===== src/rtl/ysyx_25020037_axi_rd_arbiter.sv =====
// Two-master AXI read-channel arbiter (IFU=m0, LSU=m1) with R watchdog.
// Define YSYX_25020037_ARB_RR_EN for round-robin; default is fixed LSU priority.
module ysyx_25020037_axi_rd_arbiter #(
  parameter int unsigned TMO_CYCLES = 1023
) (
  input  logic        clk,
  input  logic        rst,
  input  logic        m0_arvalid,
  input  logic [31:0] m0_araddr,
  input  logic [3:0]  m0_arid,
  input  logic [7:0]  m0_arlen,
  input  logic [2:0]  m0_arsize,
  input  logic [1:0]  m0_arburst,
  output logic        m0_arready,
  output logic        m0_rvalid,
  output logic [1:0]  m0_rresp,
  output logic [31:0] m0_rdata,
  output logic        m0_rlast,
  output logic [3:0]  m0_rid,
  input  logic        m0_rready,
  input  logic        m1_arvalid,
  input  logic [31:0] m1_araddr,
  input  logic [3:0]  m1_arid,
  input  logic [7:0]  m1_arlen,
  input  logic [2:0]  m1_arsize,
  input  logic [1:0]  m1_arburst,
  output logic        m1_arready,
  output logic        m1_rvalid,
  output logic [1:0]  m1_rresp,
  output logic [31:0] m1_rdata,
  output logic        m1_rlast,
  output logic [3:0]  m1_rid,
  input  logic        m1_rready,
  output logic        s_arvalid,
  output logic [31:0] s_araddr,
  output logic [3:0]  s_arid,
  output logic [7:0]  s_arlen,
  output logic [2:0]  s_arsize,
  output logic [1:0]  s_arburst,
  input  logic        s_arready,
  input  logic        s_rvalid,
  input  logic [1:0]  s_rresp,
  input  logic [31:0] s_rdata,
  input  logic        s_rlast,
  input  logic [3:0]  s_rid,
  output logic        s_rready
);

  localparam int WW = (TMO_CYCLES < 2) ? 1 : $clog2(TMO_CYCLES + 1);
  localparam logic [WW-1:0] TMO_W = WW'(TMO_CYCLES);

  typedef enum logic [1:0] {
    IDLE,
    ADDR,
    DATA,
    ERR
  } state_e;

  state_e          state_q, state_d;
  logic            gnt_q, gnt_d;
  logic [3:0]      rid_q, rid_d;
  logic [WW-1:0]   wdog_q, wdog_d;
`ifdef YSYX_25020037_ARB_RR_EN
  logic            last_q, last_d;
`endif

  logic            pick;
  logic            g_arvalid;
  logic [31:0]     g_araddr;
  logic [3:0]      g_arid;
  logic [7:0]      g_arlen;
  logic [2:0]      g_arsize;
  logic [1:0]      g_arburst;
  logic            g_rready;

  assign g_arvalid = gnt_q ? m1_arvalid : m0_arvalid;
  assign g_araddr  = gnt_q ? m1_araddr  : m0_araddr;
  assign g_arid    = gnt_q ? m1_arid    : m0_arid;
  assign g_arlen   = gnt_q ? m1_arlen   : m0_arlen;
  assign g_arsize  = gnt_q ? m1_arsize  : m0_arsize;
  assign g_arburst = gnt_q ? m1_arburst : m0_arburst;
  assign g_rready  = gnt_q ? m1_rready  : m0_rready;

`ifdef YSYX_25020037_ARB_RR_EN
  // On contention the master that lost last time wins.
  assign pick = (m0_arvalid && m1_arvalid) ? ~last_q : m1_arvalid;
`else
  assign pick = m1_arvalid;
`endif

  always_ff @(posedge clk) begin
    if (rst) begin
      state_q <= IDLE;
      gnt_q   <= 1'b0;
      rid_q   <= 4'd0;
      wdog_q  <= '0;
`ifdef YSYX_25020037_ARB_RR_EN
      last_q  <= 1'b0;
`endif
    end else begin
      state_q <= state_d;
      gnt_q   <= gnt_d;
      rid_q   <= rid_d;
      wdog_q  <= wdog_d;
`ifdef YSYX_25020037_ARB_RR_EN
      last_q  <= last_d;
`endif
    end
  end

  always_comb begin
    state_d    = state_q;
    gnt_d      = gnt_q;
    rid_d      = rid_q;
    wdog_d     = wdog_q;
`ifdef YSYX_25020037_ARB_RR_EN
    last_d     = last_q;
`endif
    s_arvalid  = 1'b0;
    s_araddr   = 32'd0;
    s_arid     = 4'd0;
    s_arlen    = 8'd0;
    s_arsize   = 3'd0;
    s_arburst  = 2'd0;
    s_rready   = 1'b0;
    m0_arready = 1'b0;
    m1_arready = 1'b0;
    m0_rvalid  = 1'b0;
    m1_rvalid  = 1'b0;
    m0_rdata   = s_rdata;
    m1_rdata   = s_rdata;
    m0_rresp   = s_rresp;
    m1_rresp   = s_rresp;
    m0_rid     = s_rid;
    m1_rid     = s_rid;
    m0_rlast   = 1'b0;
    m1_rlast   = 1'b0;

    unique case (state_q)
      IDLE: begin
        if (m0_arvalid || m1_arvalid) begin
          gnt_d   = pick;
`ifdef YSYX_25020037_ARB_RR_EN
          last_d  = pick;
`endif
          state_d = ADDR;
        end
      end
      ADDR: begin
        s_arvalid  = g_arvalid;
        s_araddr   = g_araddr;
        s_arid     = g_arid;
        s_arlen    = g_arlen;
        s_arsize   = g_arsize;
        s_arburst  = g_arburst;
        m0_arready = !gnt_q && s_arready;
        m1_arready = gnt_q && s_arready;
        if (g_arvalid && s_arready) begin
          state_d = DATA;
          wdog_d  = '0;
          rid_d   = g_arid;
        end
      end
      DATA: begin
        s_rready  = g_rready;
        m0_rvalid = !gnt_q && s_rvalid;
        m1_rvalid = gnt_q && s_rvalid;
        m0_rlast  = s_rlast;
        m1_rlast  = s_rlast;
        if (s_rvalid && g_rready) begin
          wdog_d = '0;
          if (s_rlast) state_d = IDLE;
        end else if (!s_rvalid) begin
          // Master back-pressure is not a slave timeout; only empty cycles count.
          wdog_d = (wdog_q == TMO_W) ? wdog_q : wdog_q + WW'(1);
          if (wdog_d == TMO_W) state_d = ERR;
        end
      end
      ERR: begin
        m0_rvalid = !gnt_q;
        m1_rvalid = gnt_q;
        m0_rdata  = 32'd0;
        m1_rdata  = 32'd0;
        m0_rresp  = 2'b10;
        m1_rresp  = 2'b10;
        m0_rid    = rid_q;
        m1_rid    = rid_q;
        m0_rlast  = 1'b1;
        m1_rlast  = 1'b1;
        if (g_rready) state_d = IDLE;
      end
      default: state_d = IDLE;
    endcase

    if (rst) begin
      s_arvalid  = 1'b0;
      s_araddr   = 32'd0;
      s_arid     = 4'd0;
      s_arlen    = 8'd0;
      s_arsize   = 3'd0;
      s_arburst  = 2'd0;
      s_rready   = 1'b0;
      m0_arready = 1'b0;
      m1_arready = 1'b0;
      m0_rvalid  = 1'b0;
      m1_rvalid  = 1'b0;
    end
  end

endmodule


===== config.mk =====
export PLATFORM = sky130hd
export DESIGN_NAME = ysyx_25020037_axi_rd_arbiter
export DESIGN_NICKNAME = d
export VERILOG_FILES = /design/src/rtl/ysyx_25020037_axi_rd_arbiter.sv
export SDC_FILE = /design/constraint.sdc
export NUM_CORES = 1
export LEC_CHECK = 0
export ABC_AREA = 1
export CAP_MARGIN = 40
export CORE_AREA = 2 2 107 109
export CTS_BUF_LIST = sky130_fd_sc_hd__clkbuf_2
export DETAILED_ROUTE_END_ITERATION = 8
export DIE_AREA = 0 0 109 111
export MAX_ROUTING_LAYER = met4
export PLACE_DENSITY = 0.68
export RECOVER_POWER = 50
export SETUP_SLACK_MARGIN = 0.02
export SLEW_MARGIN = 40
export SYNTH_ARGS = -nofsm -noshare
export SYNTH_HDL_FRONTEND = slang
export SYNTH_SLANG_ARGS = --single-unit

===== constraint.sdc =====
create_clock -name clk -period 3.5 [get_ports clk]
set_clock_uncertainty 0.2 [all_clocks]
set_input_delay 0.875 -clock clk [delete_from_list [all_inputs] [get_ports clk]]
set_output_delay 0.875 -clock clk [all_outputs]
set_load 0.02 [all_outputs]

==> results of run 1 <==
flip-flops by register name (all words and copies together), names as in the netlist:
name / count
rid_q: 4
gnt_q: 1
state_q: 2
wdog_q: 10
what timing repair did:
item | in CTS | in global routing
gates resized for setup | 53 | 2
hold endpoints to repair | 0 | 0
setup buffers | 0 | 0
setup endpoints to repair | 53 | 1
synth_stat cells, drive strengths merged:
cell type	n
a21oi	62
a22o	1
buf	44
clkbuf	17
clkinv	1
dfxtp	17
ha	1
inv	64
nand2	162
nand3	10
nand4	5
nor2	57
nor3	7
nor4	1
o211ai	1
o21ai	16
o21bai	3
o31ai	1
or2	5
xor2	1
per-layer routing:
layer	global-route usage, %	vias up	wire length, µm
met2	35.7	136	6330
met1	25.6	1669	5550
met3	4.47	7	887
met5	-	-	0
li1	-	1907	-
met4	1.97	0	60
through the flow:
step	setup slack [ps]	cells	total power, mW
after floorplan	569	476	1.16
after global placement	-183	852	1.89
after detailed placement	-174	852	1.90
after CTS	77.3	856	1.94
after global routing	34.2	858	2.01
final	81.5	859	1.88
report_power, final:
part | internal (mW) | leakage (nW) | switching [mW]
logic | 0.630 | 2.33 | 0.901
registers | 0.219 | 0.138 | 0.0266
clock network | 0.0302 | 0.0166 | 0.0693
total | 0.879 | 2.48 | 0.997
cells by family after synthesis:
family                     after synthesis  synth area share (%)
and+or+nand+nor                        247                  41.9
buffers and inverters                  126                  25.4
AOI/OAI and AO/OA                       84                  18.0
DFF                                     17                  13.8
xor gates and xnor gates                 1                 0.355
adders and majority gates                1                 0.508
layout make-up:
class | instances | area [µm²]
clock buffers | 4 | 20.0
diodes | 3 | 7.51
flip-flops and latches | 17 | 342
inverters | 65 | 246
well taps | 143 | 179
repair buffers | 294 | 2870
fillers | 1136 | 5920
multi-input cells | 333 | 1490
worst min-delay path, stage by stage, from the launching register on:
cell and delay (ps):
dfxtp_1 330, inv_1 60, a21oi_1 50
final timing paths:
| kind | end | slack [ps] | cells past startpoint |
|---|---|---|---|
| min | rid_q[1] | 260 | 2 |
| max | s_araddr[31] | 80 | 6 |
| max reg2reg | wdog_q[8] | 1400 | 6 |
| min reg2reg | rid_q[1] | 260 | 2 |
==> flow_summary.ini, run 1 <==
[floorplan]
dieHeight_um = 111
fp.dieW_um = 109
placementRows = 39
floorplan.core_area_um2 = 11100
start_util_pct = 22.3
num_io_pins = 278
die-area_um2 = 12100

[worst_setup_path]
critical_path_required_ps = 2420
cp_slowest_cell = clkdlybuf4s50_1
cp_top_family = buffers and inverters
critPathMaxFanout = 50
timing.rr.start = gnt_q
path_cells = clkdlybuf4s50_1 > inv_1 > nand2_2 > buf_12 > a21oi_1 > dlygate4sd2_1
worstPathBufferInverterCount = 4
cp-start-kind = input port
critPathLaunch = rst
critPathKind = in -> out
cp_slowest_stage_delay_ps = 470
endpoint_kind = primary output
critPathArrivalTime_ps = 2340

[grt]
grt_pass1_wl_um = 19100
grt_start_max_net_pins = 51
grt_pass1_vias = 3558
track_usage_pct = 20.7
overflow = 0
antenna_found_initial = 2

[placed_design]
placed_cell_area_um2 = 5200
io_buffers = 277
gp_congestion = 0.916
hpwlAfterDp_um = 10900

[yosys]
syn_area_per_cell_um2 = 5.18
ys_ff_latch = 17
synth_top_cell_by_area = nand2_1
syn_inst = 476
synth_cell_types = 31
yosys_warnings = 0
syn-num-nets = 622
syn-cell-area_um2 = 2460
synthTopCellsByArea = nand2_1, dfxtp_1, a21oi_1
yosysSeqAreaShare_pct = 13.8
synth_top_area_share_pct = 24.1

[job]
drv_cap = 0

[detailed_routing]
vias = 3719
antenna_left = 0
vias_per_cell = 4.33
drt_iter0_drc = 131
routed_wl_um = 12800
dr.pass1.iters = 4
wl_per_cell_um = 14.9
drc_errors = 0

[timing]
fmax_mhz = 293
slew_headroom_pct = 55.0
timing.final.crit_share_pct = 97.7
holdWs_ps = 261
maxSlewViolCount = 0
tns_ps = 0
setup_viol = 0
period_minus_slack_ps = 3420
final_hold_viol_count = 0
rsz0062_at_grt = no
worst_pin_slew_ps = 672

[clock_tree]
worst_skew_pair.late_latency_ps = 330
cts_max_level = 1
cts_hold_buf = 0
cts_inserted_buffers = 3
cts.clk_slew.worst_paths_ps = 150
cts_tree = yes
clk_root_buffer_cell = clkbuf_2
clock_sinks = 17
cts_max_path_buffers = 2

[finish]
final_cell_mix = clkdlybuf4s50_1, nand2_1, a21oi_1
final_area_um2 = 5150
layout-drive-gt1-share_pct = 6.73
final_core_util_pct = 46.5
layout_commonest_cell = clkdlybuf4s50_1
syn2layout_area_growth_pct = 109
fin_nets = 860

[hold_path]
min_path_type = reg -> reg
hold_start = rid_q[1]

[pwr]
peakVddDrop_mv = 0.222
p_leak_nw = 2.48
powerDensity_nw_per_um2 = 364

[run_status]
outcome = finished, final reports clean
Power figures use the tool's default switching activity.
==> run 2, diff against run 1 <==
PLACE_DENSITY = 0.71   (was 0.68)
clock period = 3 ns   (was 3.5 ns; I/O delays follow)
==> run 2 against run 1 <==
  * Hold slack improved by 18 ps
  * Cell area shrank 6.8%
  * Routed wire length decreased by 4.1%
  * Sequential share of layout area rose by 0.54 points
  * Clock-buffer cell count is 1 lower
  * First-iteration DRC count rose by 37%
  * Flip-flop and latch count did not move
  * Total power rose by 14%
  * Clock power rose by 13%
  * Critical path depth down 2
  * Worst setup slack got worse by 51 ps
  * Combinational power grew 13%
  * Critical path type unchanged
  * Largest cell class unchanged
  * Highest routed layer unchanged
==> flow_summary.ini, run 2 (synthesis results as in run 1) <==
[detailed_routing]
antenna_left = 0
drc_errors = 0
vias_per_cell = 4.40
wl_per_cell_um = 14.3
drt_iter0_drc = 179
vias = 3787
dr.pass1.iters = 6
routed_wl_um = 12300

[clock_tree]
cts_max_level = 1
cts_hold_buf = 0
cts_max_path_buffers = 2
worst_skew_pair.late_latency_ps = 310
cts.clk_slew.worst_paths_ps = 190
cts_tree = yes
clk_root_buffer_cell = clkbuf_2
cts_inserted_buffers = 3
clock_sinks = 17
post_cts.repair.setup_buffers = 0

[worst_setup_path]
critPathKind = in -> out
worstPathBufferInverterCount = 3
cpMostUsedCell = clkdlybuf4s50_1
path_cells = clkdlybuf4s50_1 > inv_1 > nor2_1 > clkdlybuf4s50_1
critPathArrivalTime_ps = 2020
cp_top_family = buffers and inverters
endpoint_kind = primary output
critPathMaxFanout = 2
critical_path_required_ps = 2050
cp_slowest_stage_delay_ps = 630
cp_slowest_cell = clkdlybuf4s50_1
cp-start-kind = input port

[grt]
track_usage_pct = 19.5
overflow = 0
grt_start_max_net_pins = 53
grt_pass1_wl_um = 18300
antenna_found_initial = 0
grt_pass1_vias = 3616

[floorplan]
num_io_pins = 278
fp.dieW_um = 109
die-area_um2 = 12100
start_util_pct = 22.3
floorplan.core_area_um2 = 11100
placementRows = 39
dieHeight_um = 111

[timing]
worst_pin_slew_ps = 385
setup_viol = 0
fmax_mhz = 337
timing.final.crit_share_pct = 99.0
period_minus_slack_ps = 2970
tns_ps = 0
slew_headroom_pct = 74.3
maxSlewViolCount = 0
rsz0062_at_grt = yes
final_hold_viol_count = 0

[placed_design]
gp_congestion = 0.936
hpwlAfterDp_um = 10100
io_buffers = 277
dp.cells = 855

[run_status]
outcome = finished, final reports clean

[finish]
fin_nets = 864
num-fill-cells = 1206
regMostFlops = wdog_q
layout_commonest_cell = nand2_1
layout-drive-gt1-share_pct = 15.8
largest_register_ffs = 10
final_core_util_pct = 43.3
largest_registers = wdog_q x10, rid_q x4, state_q x2
final_cell_mix = nand2_1, clkdlybuf4s50_1, inv_1
num_antenna_cells = 0
syn2layout_area_growth_pct = 94.8
layout.cells.non_filler = 860

[pwr]
p_int_uw = 951
powerDensity_nw_per_um2 = 444
p_leak_nw = 2.33
p_clk_share_pct = 5.2
p_switching_mw = 1.18
combPwrFrac_pct = 81.3
peakVddDrop_mv = 0.248
power_switching_share_pct = 55.4
seqPwrFrac_pct = 13.5
p_total_mw = 2.13

[hold_path]
min_path_type = reg -> reg

[job]
drv_cap = 0
run 2: worst reg2reg max path, cell delays in order (launching register included):
cell	delay [ps]
dfxtp_1	450
ha_1	220
nand2_2	130
nor2_4	120
nand3_2	130
o21ai_0	130
nand2_1	100
nor2_2	130
nand3_1	80
nand2_1	70
nand2_1	60
a21oi_1	130
run 2: power by group through the flow:
stage               Sequential (mW)  Clock, mW  Combinational [mW]
finish                        0.288      0.112                1.73
global route                  0.293      0.125                1.88
CTS                           0.287      0.117                1.86
detailed placement            0.291          0                1.95
global placement              0.289          0                1.93
floorplan                     0.280          0                1.08
run 2: cell type report:
class | count | area [µm²] | share of cell area, %
timing repair buffer | 298 | 2490 | 52.0
inverter | 65 | 244 | 5.08
tap | 143 | 179 | 3.73
clock buffer | 3 | 15.0 | 0.313
clock inverter | 1 | 5.00 | 0.104
multi-input combinational | 333 | 1520 | 31.6
sequential | 17 | 344 | 7.17
run 2: per-layer routing:
layer,track usage (%),vias up,wire (µm)
li1,-,1919,-
met1,22.4,1707,4890
met2,34.3,151,6290
met3,4.41,10,954
met4,3.93,0,162
met5,-,-,0
run 2: per-stage QoR:
| stage | hold slack [ps] | instance area, µm² | worst slack, ps |
|---|---|---|---|
| 3_3_place_gp | 240 | 5240 | -401 |
| 2_1_floorplan | 225 | 2460 | 319 |
| 5_1_grt | 298 | 4800 | 10.2 |
| 4_1_cts | 272 | 5140 | -29.9 |
| 6_report | 279 | 4800 | 30.8 |
| 3_5_place_dp | 250 | 5240 | -444 |
run 2: repair_timing:
item	CTS	global route
cloned	0	1
pin swaps	0	0
setup endpoints to repair	83	84
resized for setup	202	85
run 2: worst paths after layout:
path	from	endpoint	slack, ps	cells after the start
setup / recovery	s_rdata[6]	m1_rdata[6]	30	4
setup reg to reg	wdog_q[0]	state_q[0]	1010	11
hold reg to reg	rid_q[1]	rid_q[1]	280	2
hold / removal	rid_q[1]	rid_q[1]	280	2
